<file path="config.mk">
export PLATFORM = sky130hd
export DESIGN_NAME = pixel_rgb_formatter_flat
export DESIGN_NICKNAME = d
export VERILOG_FILES = /design/src/rtl/pixel_rgb_formatter_if.sv /design/src/rtl/pixel_rgb_formatter.sv /design/src/flat_wrapper.sv
export SDC_FILE = /design/constraint.sdc
export NUM_CORES = 1
export LEC_CHECK = 0
export ABC_AREA = 0
export ABC_CLOCK_PERIOD_IN_PS = 4550
export CORE_ASPECT_RATIO = 0.7
export CORE_MARGIN = 10
export CORE_UTILIZATION = 60
export DETAILED_ROUTE_END_ITERATION = 12
export PLACE_DENSITY_LB_ADDON = 0.05
export SETUP_SLACK_MARGIN = 0.15
export SYNTH_ARGS = -nofsm -noshare
export SYNTH_HDL_FRONTEND = slang
export SYNTH_SLANG_ARGS = --single-unit
</file>
<file path="constraint.sdc">
create_clock -name clk_in -period 4.55 [get_ports clk_in]
set_input_delay 0.6825 -clock clk_in [delete_from_list [all_inputs] [get_ports clk_in]]
set_output_delay 0.6825 -clock clk_in [all_outputs]
set_load 0.01 [all_outputs]
</file>
<file path="src/rtl/pixel_rgb_formatter_if.sv">
// Pixel stream bundle for pixel_rgb_formatter.
// Carries the upstream pixel (coordinates, float colour, coverage and
// overlay sideband) with its valid/ready pair, and the formatted
// downstream pixel with its valid/ready pair.
// master: the side that produces input pixels and consumes output pixels.
// slave : the formatter itself.
interface pixel_rgb_formatter_if #(
  parameter int OUT_BITS  = 4,
  parameter int N_OVERLAY = 1,
  parameter int X_W       = 11,
  parameter int Y_W       = 10
);
  logic                            valid_in;
  logic                            ready_out;
  logic [X_W-1:0]                  x_in;
  logic [Y_W-1:0]                  y_in;
  logic [31:0]                     r_in;
  logic [31:0]                     g_in;
  logic [31:0]                     b_in;
  logic                            block_visible_in;
  logic [N_OVERLAY-1:0]            overlay_hit_in;
  logic [N_OVERLAY*3*OUT_BITS-1:0] overlay_rgb_in;
  logic [X_W-1:0]                  x_out;
  logic [Y_W-1:0]                  y_out;
  logic [OUT_BITS-1:0]             r_out;
  logic [OUT_BITS-1:0]             g_out;
  logic [OUT_BITS-1:0]             b_out;
  logic                            visible_out;
  logic                            valid_out;
  logic                            ready_in;

  modport master (
    output valid_in, x_in, y_in, r_in, g_in, b_in, block_visible_in,
           overlay_hit_in, overlay_rgb_in, ready_in,
    input  ready_out, x_out, y_out, r_out, g_out, b_out, visible_out, valid_out
  );

  modport slave (
    input  valid_in, x_in, y_in, r_in, g_in, b_in, block_visible_in,
           overlay_hit_in, overlay_rgb_in, ready_in,
    output ready_out, x_out, y_out, r_out, g_out, b_out, visible_out, valid_out
  );
endinterface

</file>
<file path="src/rtl/pixel_rgb_formatter.sv">
// pixel_rgb_formatter: converts IEEE-754 single-precision colour channels
// in nominal [0,1] into OUT_BITS-wide integer codes and applies a
// prioritised constant-colour overlay.
//
// Pipeline (one register level per stage, all advancing together):
//   S1 classify/clamp : NaN, negative and zero/denormal map to 0, values
//                       >= 1.0 (and +inf) map to the max code, everything
//                       else keeps its 24-bit significand and a shift.
//   S2 scale          : significand * (2^OUT_BITS-1), exact integer product.
//   S3 quantise/mux   : shift the product down to the code, then let the
//                       lowest-index hit overlay override the colour.
// The whole pipeline stalls on (valid_out && !ready_in); ready_out is that
// advance enable.
//
// Build option: define PIXEL_FMT_ROUND_EN to round half-up instead of
// truncating the fractional conversion (latency is unchanged).
module pixel_rgb_formatter #(
  parameter int OUT_BITS  = 4,
  parameter int N_OVERLAY = 1,
  parameter int X_W       = 11,
  parameter int Y_W       = 10
) (
  input  logic                  clk_in,
  input  logic                  rst_n_in,
  pixel_rgb_formatter_if.slave  bus
);

  localparam int OVL_W     = 3 * OUT_BITS;
  localparam int OVL_ALL_W = N_OVERLAY * OVL_W;

  localparam logic [OUT_BITS-1:0] MAX_CODE    = {OUT_BITS{1'b1}};
  localparam logic [31:0]         MAX_CODE_32 = {{(32-OUT_BITS){1'b0}}, MAX_CODE};
  localparam logic [63:0]         MAX_CODE_64 = {32'd0, MAX_CODE_32};

  // Channel classes decided in S1.
  localparam logic [1:0] CLS_ZERO = 2'd0;
  localparam logic [1:0] CLS_MAX  = 2'd1;
  localparam logic [1:0] CLS_FRAC = 2'd2;

  // Classify a float channel: which of the three conversion paths it takes.
  function automatic logic [1:0] classify(input logic [31:0] f);
    logic [7:0]  e;
    logic [22:0] m;
    e = f[30:23];
    m = f[22:0];
    if (e == 8'hFF && m != 23'd0) begin
      return CLS_ZERO;          // NaN
    end else if (f[31]) begin
      return CLS_ZERO;          // any negative, including -0 and -inf
    end else if (e == 8'd0) begin
      return CLS_ZERO;          // zero and denormals
    end else if (e >= 8'd127) begin
      return CLS_MAX;           // >= 1.0, including +inf
    end else begin
      return CLS_FRAC;
    end
  endfunction

  // For 0 < v < 1, v = sig24 * 2^(e-150): right shift of sig*max is 150-e.
  // Shifts beyond 63 all produce code 0, so they are clamped to 63.
  function automatic logic [5:0] frac_shift(input logic [7:0] e);
    logic [8:0] s;
    s = 9'd150 - {1'b0, e};
    if (s > 9'd63) begin
      return 6'd63;
    end else begin
      return s[5:0];
    end
  endfunction

  // Reduce the scaled product to the output code for one channel.
  function automatic logic [OUT_BITS-1:0] quantise(input logic [1:0]  cls,
                                                   input logic [31:0] prod,
                                                   input logic [5:0]  sh);
    logic [63:0] acc;
    logic [63:0] q;
    acc = {32'd0, prod};
`ifdef PIXEL_FMT_ROUND_EN
    // Fractional codes always have sh >= 24, so sh-1 never underflows.
    acc = acc + (64'd1 << (sh - 6'd1));
`endif
    q = acc >> sh;
    if (q > MAX_CODE_64) begin
      q = MAX_CODE_64;
    end else begin
      q = q;
    end
    case (cls)
      CLS_ZERO: return {OUT_BITS{1'b0}};
      CLS_MAX:  return MAX_CODE;
      CLS_FRAC: return q[OUT_BITS-1:0];
      default:  return {OUT_BITS{1'b0}};
    endcase
  endfunction

  // ---------------------------------------------------------------- control
  logic en_s;

  // S1 registers
  logic                 s1_valid_r;
  logic [X_W-1:0]       s1_x_r;
  logic [Y_W-1:0]       s1_y_r;
  logic                 s1_vis_r;
  logic [N_OVERLAY-1:0] s1_hit_r;
  logic [OVL_ALL_W-1:0] s1_ovl_r;
  logic [1:0]           s1_cls_r   [3];
  logic [23:0]          s1_sig_r   [3];
  logic [5:0]           s1_shift_r [3];

  // S2 registers
  logic                 s2_valid_r;
  logic [X_W-1:0]       s2_x_r;
  logic [Y_W-1:0]       s2_y_r;
  logic                 s2_vis_r;
  logic [N_OVERLAY-1:0] s2_hit_r;
  logic [OVL_ALL_W-1:0] s2_ovl_r;
  logic [1:0]           s2_cls_r   [3];
  logic [31:0]          s2_prod_r  [3];
  logic [5:0]           s2_shift_r [3];

  // S3 / output registers
  logic                 valid_out_r;
  logic [X_W-1:0]       x_out_r;
  logic [Y_W-1:0]       y_out_r;
  logic [OUT_BITS-1:0]  r_out_r;
  logic [OUT_BITS-1:0]  g_out_r;
  logic [OUT_BITS-1:0]  b_out_r;
  logic                 visible_out_r;

  // Combinational stage inputs
  logic [31:0]          chan_in_s  [3];
  logic [1:0]           s1_cls_s   [3];
  logic [23:0]          s1_sig_s   [3];
  logic [5:0]           s1_shift_s [3];
  logic [31:0]          s2_prod_s  [3];
  logic [OUT_BITS-1:0]  q_s        [3];
  logic                 hit_any_s;
  logic [OVL_W-1:0]     ovl_sel_s;
  logic [OUT_BITS-1:0]  r_nxt_s;
  logic [OUT_BITS-1:0]  g_nxt_s;
  logic [OUT_BITS-1:0]  b_nxt_s;
  logic                 vis_nxt_s;

  // Whole pipeline advances unless the output holds an unaccepted pixel.
  assign en_s          = !valid_out_r || bus.ready_in;
  assign bus.ready_out = en_s;

  assign bus.valid_out   = valid_out_r;
  assign bus.x_out       = x_out_r;
  assign bus.y_out       = y_out_r;
  assign bus.r_out       = r_out_r;
  assign bus.g_out       = g_out_r;
  assign bus.b_out       = b_out_r;
  assign bus.visible_out = visible_out_r;

  // ---------------------------------------------------------------- S1
  // Classify each incoming channel and extract significand and shift.
  always_comb begin
    chan_in_s[0] = bus.r_in;
    chan_in_s[1] = bus.g_in;
    chan_in_s[2] = bus.b_in;
    for (int c = 0; c < 3; c++) begin
      s1_cls_s[c]   = classify(chan_in_s[c]);
      s1_sig_s[c]   = {1'b1, chan_in_s[c][22:0]};
      s1_shift_s[c] = frac_shift(chan_in_s[c][30:23]);
    end
  end

  // S1 register: capture accepted pixels, hold everything on stall.
  always_ff @(posedge clk_in or negedge rst_n_in) begin
    if (!rst_n_in) begin
      s1_valid_r <= 1'b0;
      s1_x_r     <= {X_W{1'b0}};
      s1_y_r     <= {Y_W{1'b0}};
      s1_vis_r   <= 1'b0;
      s1_hit_r   <= {N_OVERLAY{1'b0}};
      s1_ovl_r   <= {OVL_ALL_W{1'b0}};
      for (int c = 0; c < 3; c++) begin
        s1_cls_r[c]   <= CLS_ZERO;
        s1_sig_r[c]   <= 24'd0;
        s1_shift_r[c] <= 6'd0;
      end
    end else if (en_s) begin
      s1_valid_r <= bus.valid_in;
      if (bus.valid_in) begin
        s1_x_r   <= bus.x_in;
        s1_y_r   <= bus.y_in;
        s1_vis_r <= bus.block_visible_in;
        s1_hit_r <= bus.overlay_hit_in;
        s1_ovl_r <= bus.overlay_rgb_in;
        for (int c = 0; c < 3; c++) begin
          s1_cls_r[c]   <= s1_cls_s[c];
          s1_sig_r[c]   <= s1_sig_s[c];
          s1_shift_r[c] <= s1_shift_s[c];
        end
      end
    end
  end

  // ---------------------------------------------------------------- S2
  // Exact scale by the max code; 24-bit sig times <= 8-bit max fits 32 bits.
  always_comb begin
    for (int c = 0; c < 3; c++) begin
      s2_prod_s[c] = {8'd0, s1_sig_r[c]} * MAX_CODE_32;
    end
  end

  // S2 register: carry the scaled product and sideband in lockstep.
  always_ff @(posedge clk_in or negedge rst_n_in) begin
    if (!rst_n_in) begin
      s2_valid_r <= 1'b0;
      s2_x_r     <= {X_W{1'b0}};
      s2_y_r     <= {Y_W{1'b0}};
      s2_vis_r   <= 1'b0;
      s2_hit_r   <= {N_OVERLAY{1'b0}};
      s2_ovl_r   <= {OVL_ALL_W{1'b0}};
      for (int c = 0; c < 3; c++) begin
        s2_cls_r[c]   <= CLS_ZERO;
        s2_prod_r[c]  <= 32'd0;
        s2_shift_r[c] <= 6'd0;
      end
    end else if (en_s) begin
      s2_valid_r <= s1_valid_r;
      if (s1_valid_r) begin
        s2_x_r   <= s1_x_r;
        s2_y_r   <= s1_y_r;
        s2_vis_r <= s1_vis_r;
        s2_hit_r <= s1_hit_r;
        s2_ovl_r <= s1_ovl_r;
        for (int c = 0; c < 3; c++) begin
          s2_cls_r[c]   <= s1_cls_r[c];
          s2_prod_r[c]  <= s2_prod_s[c];
          s2_shift_r[c] <= s1_shift_r[c];
        end
      end
    end
  end

  // ---------------------------------------------------------------- S3
  // Quantise each channel from its scaled product.
  always_comb begin
    for (int c = 0; c < 3; c++) begin
      q_s[c] = quantise(s2_cls_r[c], s2_prod_r[c], s2_shift_r[c]);
    end
  end

  // Overlay mux: scanning from the top down leaves the lowest hit index.
  always_comb begin
    hit_any_s = 1'b0;
    ovl_sel_s = {OVL_W{1'b0}};
    for (int i = N_OVERLAY - 1; i >= 0; i--) begin
      hit_any_s = hit_any_s | s2_hit_r[i];
      ovl_sel_s = s2_hit_r[i] ? s2_ovl_r[i*OVL_W +: OVL_W] : ovl_sel_s;
    end
    if (hit_any_s) begin
      r_nxt_s   = ovl_sel_s[3*OUT_BITS-1 -: OUT_BITS];
      g_nxt_s   = ovl_sel_s[2*OUT_BITS-1 -: OUT_BITS];
      b_nxt_s   = ovl_sel_s[OUT_BITS-1:0];
      vis_nxt_s = 1'b1;
    end else begin
      r_nxt_s   = q_s[0];
      g_nxt_s   = q_s[1];
      b_nxt_s   = q_s[2];
      vis_nxt_s = s2_vis_r;
    end
  end

  // Output register: data only changes when a valid pixel moves in.
  always_ff @(posedge clk_in or negedge rst_n_in) begin
    if (!rst_n_in) begin
      valid_out_r   <= 1'b0;
      x_out_r       <= {X_W{1'b0}};
      y_out_r       <= {Y_W{1'b0}};
      r_out_r       <= {OUT_BITS{1'b0}};
      g_out_r       <= {OUT_BITS{1'b0}};
      b_out_r       <= {OUT_BITS{1'b0}};
      visible_out_r <= 1'b0;
    end else if (en_s) begin
      valid_out_r <= s2_valid_r;
      if (s2_valid_r) begin
        x_out_r       <= s2_x_r;
        y_out_r       <= s2_y_r;
        r_out_r       <= r_nxt_s;
        g_out_r       <= g_nxt_s;
        b_out_r       <= b_nxt_s;
        visible_out_r <= vis_nxt_s;
      end
    end
  end

endmodule

</file>
<file path="src/flat_wrapper.sv">
// flat-port wrapper written by rule: the top's interface ports become plain ports
module pixel_rgb_formatter_flat 
#(
  parameter int OUT_BITS  = 4,
  parameter int N_OVERLAY = 1,
  parameter int X_W       = 11,
  parameter int Y_W       = 10
)
  (clk_in, rst_n_in, bus_valid_in, bus_x_in, bus_y_in, bus_r_in, bus_g_in, bus_b_in, bus_block_visible_in, bus_overlay_hit_in, bus_overlay_rgb_in, bus_ready_in, bus_ready_out, bus_x_out, bus_y_out, bus_r_out, bus_g_out, bus_b_out, bus_visible_out, bus_valid_out);
  pixel_rgb_formatter_if #(.OUT_BITS(OUT_BITS), .N_OVERLAY(N_OVERLAY), .X_W(X_W), .Y_W(Y_W)) bus_i ();
  input  logic clk_in;
  input  logic rst_n_in;
  input wire logic [$bits(bus_i.valid_in)-1:0] bus_valid_in;
  input wire logic [$bits(bus_i.x_in)-1:0] bus_x_in;
  input wire logic [$bits(bus_i.y_in)-1:0] bus_y_in;
  input wire logic [$bits(bus_i.r_in)-1:0] bus_r_in;
  input wire logic [$bits(bus_i.g_in)-1:0] bus_g_in;
  input wire logic [$bits(bus_i.b_in)-1:0] bus_b_in;
  input wire logic [$bits(bus_i.block_visible_in)-1:0] bus_block_visible_in;
  input wire logic [$bits(bus_i.overlay_hit_in)-1:0] bus_overlay_hit_in;
  input wire logic [$bits(bus_i.overlay_rgb_in)-1:0] bus_overlay_rgb_in;
  input wire logic [$bits(bus_i.ready_in)-1:0] bus_ready_in;
  output wire logic [$bits(bus_i.ready_out)-1:0] bus_ready_out;
  output wire logic [$bits(bus_i.x_out)-1:0] bus_x_out;
  output wire logic [$bits(bus_i.y_out)-1:0] bus_y_out;
  output wire logic [$bits(bus_i.r_out)-1:0] bus_r_out;
  output wire logic [$bits(bus_i.g_out)-1:0] bus_g_out;
  output wire logic [$bits(bus_i.b_out)-1:0] bus_b_out;
  output wire logic [$bits(bus_i.visible_out)-1:0] bus_visible_out;
  output wire logic [$bits(bus_i.valid_out)-1:0] bus_valid_out;
  assign bus_i.valid_in = bus_valid_in;
  assign bus_i.x_in = bus_x_in;
  assign bus_i.y_in = bus_y_in;
  assign bus_i.r_in = bus_r_in;
  assign bus_i.g_in = bus_g_in;
  assign bus_i.b_in = bus_b_in;
  assign bus_i.block_visible_in = bus_block_visible_in;
  assign bus_i.overlay_hit_in = bus_overlay_hit_in;
  assign bus_i.overlay_rgb_in = bus_overlay_rgb_in;
  assign bus_i.ready_in = bus_ready_in;
  assign bus_ready_out = bus_i.ready_out;
  assign bus_x_out = bus_i.x_out;
  assign bus_y_out = bus_i.y_out;
  assign bus_r_out = bus_i.r_out;
  assign bus_g_out = bus_i.g_out;
  assign bus_b_out = bus_i.b_out;
  assign bus_visible_out = bus_i.visible_out;
  assign bus_valid_out = bus_i.valid_out;
  pixel_rgb_formatter #(.OUT_BITS(OUT_BITS), .N_OVERLAY(N_OVERLAY), .X_W(X_W), .Y_W(Y_W)) u_core (.clk_in(clk_in), .rst_n_in(rst_n_in), .bus(bus_i));
endmodule
</file>
# After elaboration in Yosys (flattened, before gate mapping)
# Index checks and enable logic that the tools add are counted.
# word_totals
elab_cells,103
output_inout_bits,36
ff_bits,311
inputBits,135
# classes
muxes,25
shift,3
n_addsub,3
n_reduce_logical,14
magnitude_cmp,9
eq_ne,9
mul,3
# op_table
operator,n
greater-than comparator 64 x 4 -> 1 bit (second input constant),3
>> shifter 28 x 6 -> 64 bit,3
multiplier 24 x 4 -> 28 bit (second input constant),3
nonzero test 23 bit,3
greater-than comparator 9 x 6 -> 1 bit (second input constant),3
subtractor 8 x 8 -> 9 bit (first input constant),3
equality test 8 bit (second input constant),3
>= comparator 8 x 7 -> 1 bit (second input constant),3
zero test 8 bit,3
two-way mux 2 bit,12
two-way mux 4 bit,6
one-hot mux 4 bit (2 select lines),3
two-way mux 6 bit,3
equality test 2 x 1 -> 1 bit (second input constant),3
equality test 2 bit (second input constant),3
AND reduction 2 bit,3
logical AND 1 bit,3
zero test 1 bit,1
logical OR 1 bit,1
two-way mux 1 bit,1

# Longest topological paths before layout
# logic_depth
ltp_word,5
ltp_mapped,14
depth_no_buf,13

# Worst setup path after synthesis
# No wires, ideal clock.
# synth_timing
path_kind,reg2reg
start,register u_core.s1_sig_r[51] (netlist name)
end,register u_core.s2_prod_r[90] (netlist name)
setup_time_ps,120
path_stages_with_launch,14
t_required_ps,4430
period_less_slack_ps,3757
slack_ps,793
arrival_time_ps,3637
cell_sequence,dfrtp_1 -> inv_1 -> fa_1 -> fa_1 -> inv_1 -> ha_1 -> a21o_1 -> a211o_1 -> and4_1 -> o21ai_0 -> a31oi_1 -> o211a_1 -> or3_1 -> a31o_2
# synth_between
elab_chain_cells,1
# synth_lines
item,line,source
"start, declared",pixel_rgb_formatter.sv:107,logic [23:0] s1_sig_r [3];
"start signal, assigned by index",pixel_rgb_formatter.sv:193,s1_sig_r[c] <= s1_sig_s[c];
multiplier 24 x 4 -> 28 bit,pixel_rgb_formatter.sv:204,"s2_prod_s[c] = {8'd0, s1_sig_r[c]} * MAX_CODE_32;"
"end signal, assigned by index",pixel_rgb_formatter.sv:232,s2_prod_r[c] <= s2_prod_s[c];
"end, declared",pixel_rgb_formatter.sv:118,logic [31:0] s2_prod_r [3];
# No other way between the ends.
# A chain may end at the register's enable or synchronous reset.

# Worst setup path after layout
# Same ends and word-level chain as after synthesis.

==> impl.org <==
** STA
- Fmax :: between 0.2 and 0.25 GHz
- Setup violators final :: 0
- Measured slew at the worst slew-check pin :: about 1.1 ns
- For the final routed database, the setup TNS stands at 0 ns.
- Setup repair after global routing left no endpoint under its margin.
- The clock period could shrink to around 4 ns.
- Slew HR :: 0.267
- Clock tree skew after final layout :: 0.0187 ns
- Dividing the final minimum period by the clock period gives 0.904.
- Final hold violations :: 0
- The number of max-slew violations in the final report came to 0.

** Setup path
- Type of the worst setup path :: register to register
- Beginning of the critical path :: u_core.s1_sig_r[51]
- In this run the critical register-to-register path is captured at u_core.s2_prod_r[90].
- Maximum fanout along the worst path :: 4
- For the worst setup path, the data required time is approximately 5.0 ns.
- STA puts the critical path data arrival time at around 4.5 ns.
- Launching point of the worst reg2reg path :: u_core.s1_sig_r[51]
- Reg2reg path depth :: 13
- The worst setup path is captured at a register.
- Kind of start point of the critical path :: register
- The worst register-to-register path has a setup slack of between 0.4 and 0.5 ns.

** GRT
- The number of antenna violations at the first check in global routing was 1.
- Vias in the first global route :: 18000
- For this run, the total global-route usage over all layers was measured as 0.248.
- For this run the aggregate overflow at the end of global routing stands at 0.
- The first global-routing pass estimated between 90000 and 100000 um of wire.
- Entering global routing, the biggest net connects approximately 110 pins.

** Finish
- In the final design database the tool counted 2939 nets.
- Commonest cells after routing, fill and taps aside :: 623 x nand2_1, 309 x dfrtp_1, 169 x clkdlybuf4s50_1
- Most common cell after layout, fill and taps aside :: nand2_1
- After filler insertion, the fill cell instance count of the layout stands at around 2900.
- Area growth from synthesis to layout :: 14.5%
- Share of post-route cells with drive strength above 1 :: 0.0693
- The finished layout holds between 3000 and 4000 standard cells, fillers aside.
- The repair_antennas step left the layout with diodes totalling 0.

** Die
- Starting utilization of the core area :: 0.608
- From bottom edge to top edge, the die measures 182 um.
- 171 I/O pins were placed.
- Number of core rows :: a little under 60
- Die width :: ~250 um
- The die covers roughly 46000 um^2.
- After floorplanning, the core was sized to cover between 30000 and 40000 um^2.

** CTS
- Clock Tree Buf Depth :: 3
- At the later pin of the worst-skew pair, clock insertion delay measures about 0.55 ns.
- Counting the buffers created by CTS gives 35.
- TritonCTS sink count :: a little over 300
- Clock tree from TritonCTS :: yes
- After clock tree synthesis, the clock-pin slew on the worst setup and hold paths is approximately 0.060 ns.
- The tree is rooted in a clkbuf_16.
- # hold bufs at CTS :: 0
- Number of levels the H-tree was split into :: 2

** Synthesis
- EDFF count, synth :: 0
- After synthesis the netlist holds a flip-flop and latch count of 309.
- For this run, the register share of the synthesized area comes to 0.342.
- Synth cell types :: 76
- Average cell area after synthesis :: roughly 9.2 um^2
- Yosys printed 0 warnings.
- Summing every instance area after synthesis gives ~23000 um^2.
- After synthesis, the share of flip-flops with an asynchronous set or reset is 1.00.
- The cell count after synthesis came out at about 2400.
- Number of nets in the synthesized netlist :: around 2800
- Leading register cell type out of synthesis :: dfrtp_1

** Worst hold path
- The worst hold path belongs to the class input port to async pin.

** Power
- Summed over all cells, the static leakage comes to about 12 nW.
- Peak supply drop :: 495 uV
- Power Density :: 911 nW/um^2

** Routing
- In this run the remaining antenna-violating nets after routing total 0.
- Routed wire length :: approximately 56000 um
- In the routed design, unresolved DRC markers number 0.
- Iteration-0 DRC count of the detailed router :: ~1400
- The first TritonRoute pass finished after 6 iterations.
- Via density :: between 5 and 6
- After detailed routing, the average wire length per cell comes to approximately 18 um.
- Summing over every cut layer, the via total after detailed routing is 18200.

** Status
- The flow ran to the end, and the final reports show no timing, DRC or antenna violations.

** Placement
- Port Buffer Count :: 170
- Including well taps, the total number of placed cells is around 3000.
- Routability-driven placement finished with a final weighted congestion of a little under 0.9.
- HPWL after detailed placement :: roughly 42000 um

** Run
- Max-cap check violation count :: 0
-- what timing repair did --
action                                  in CTS  in global routing
hold endpoints to repair                     0                  0
gates resized for setup                      0                  0
buffers inserted                             0                  2
endpoints found under the setup margin       0                  1
-- cell usage after synthesis, types with 28 or more instances --
cell | number | share of area
nand2_1 | 625 | 0.10
fa_1 | 135 | 0.12
xnor2_1 | 33 | 0.013
inv_1 | 159 | 0.026
mux2i_1 | 47 | 0.021
ha_1 | 108 | 0.060
nor3_1 | 31 | 0.0069
o21ai_0 | 156 | 0.035
mux4_2 | 52 | 0.052
a21oi_1 | 108 | 0.024
a21o_1 | 36 | 0.012
xor2_1 | 28 | 0.011
dfrtp_1 | 309 | 0.34
nor2_1 | 95 | 0.016
clkbuf_1 | 77 | 0.013
-- sequential cells by signal, indices dropped and copies added (netlist names), 4 cells and up --
signal,count
u_core.s2_x_r,11
u_core.bus.g_out,4
u_core.s2_prod_r,84
u_core.s1_sig_r,70
u_core.s1_shift_r,18
u_core.s2_y_r,10
u_core.bus.x_out,11
u_core.s1_y_r,10
u_core.bus.y_out,10
u_core.bus.r_out,4
u_core.s1_cls_r,6
u_core.s1_ovl_r,12
u_core.s2_shift_r,18
u_core.s2_cls_r,6
u_core.s1_x_r,11
u_core.bus.b_out,4
u_core.s2_ovl_r,12
-- worst max path at each step --
stage          cells after the start  slack [ns]                   end
6_report                          13        0.44  u_core.s2_prod_r[90]
4_1_cts                           13        0.41  u_core.s2_prod_r[59]
2_1_floorplan                     13        0.79  u_core.s2_prod_r[90]
3_3_place_gp                      13        0.53  u_core.s2_prod_r[90]
5_1_grt                           13        0.22  u_core.s2_prod_r[90]
3_5_place_dp                      13        0.42  u_core.s2_prod_r[90]
-- power by group --
| group | total, mW | internal (mW) | switching [mW] |
|---|---|---|---|
| registers | 5.15 | 3.80 | 1.35 |
| clock network | 2.97 | 1.76 | 1.21 |
| logic | 15.4 | 6.91 | 8.52 |
-- metrics by stage --
step | setup slack, ns | hold WS, ns | util | area (um^2) | power [mW]
2_1_floorplan | 0.793 | 0.387 | - | 22600 | 16.7
3_3_place_gp | 0.526 | 0.446 | 0.664 | 24600 | 19.9
3_5_place_dp | 0.420 | 0.451 | 0.664 | 24600 | 20.4
4_1_cts | 0.411 | 0.219 | 0.696 | 25800 | 23.5
5_1_grt | 0.224 | 0.242 | 0.696 | 25900 | 25.9
6_report | 0.437 | 0.183 | 0.696 | 25900 | 23.5
-- layout make-up --
class | instances | area, um^2 | share of cell area
tap | 488 | 611 | 0.0236
timing repair buffer | 195 | 1960 | 0.0757
clock inverter | 11 | 173 | 0.00668
multi-input combinational | 1861 | 13800 | 0.532
clock buffer | 48 | 1020 | 0.0396
sequential | 309 | 7730 | 0.299
inverter | 159 | 597 | 0.0231
-- worst max-delay path: stages, from the launching register on --
cell     delay, ns
dfrtp_1       0.40
inv_1         0.20
fa_1          0.49
fa_1          0.52
inv_1         0.05
ha_1          0.33
a21o_1        0.20
a211o_1       0.30
and4_1        0.22
o21ai_0       0.29
a31oi_1       0.21
o211a_1       0.27
or3_1         0.30
a31o_2        0.24
-- routing by layer --
| metal | GRT usage | part of all wire | up-vias | routed length [um] |
|---|---|---|---|---|
| met2 | 0.382 | 0.44 | 471 | 25100 |
| met3 | 0.0413 | 0.057 | 79 | 3200 |
| li1 | - | - | 8687 | - |
| met4 | 0.0728 | 0.028 | 0 | 1580 |
| met5 | 0 | 0 | - | 0 |
| met1 | 0.356 | 0.47 | 8953 | 26600 |
-- cells by family (layout without fill, tap and decap cells) --
kind of cell | count (synthesis) | after routing | share of synthesized area
AOI/OAI and AO/OA | 515 | 515 | 0.146
buffers and inverters | 273 | 413 | 0.0487
adders and majority gates | 243 | 243 | 0.180
DFF | 309 | 309 | 0.342
and+or+nand+nor | 918 | 918 | 0.174
muxes | 124 | 124 | 0.0852
xor gates and xnor gates | 61 | 61 | 0.0237
(Power assumes the default switching activity.)
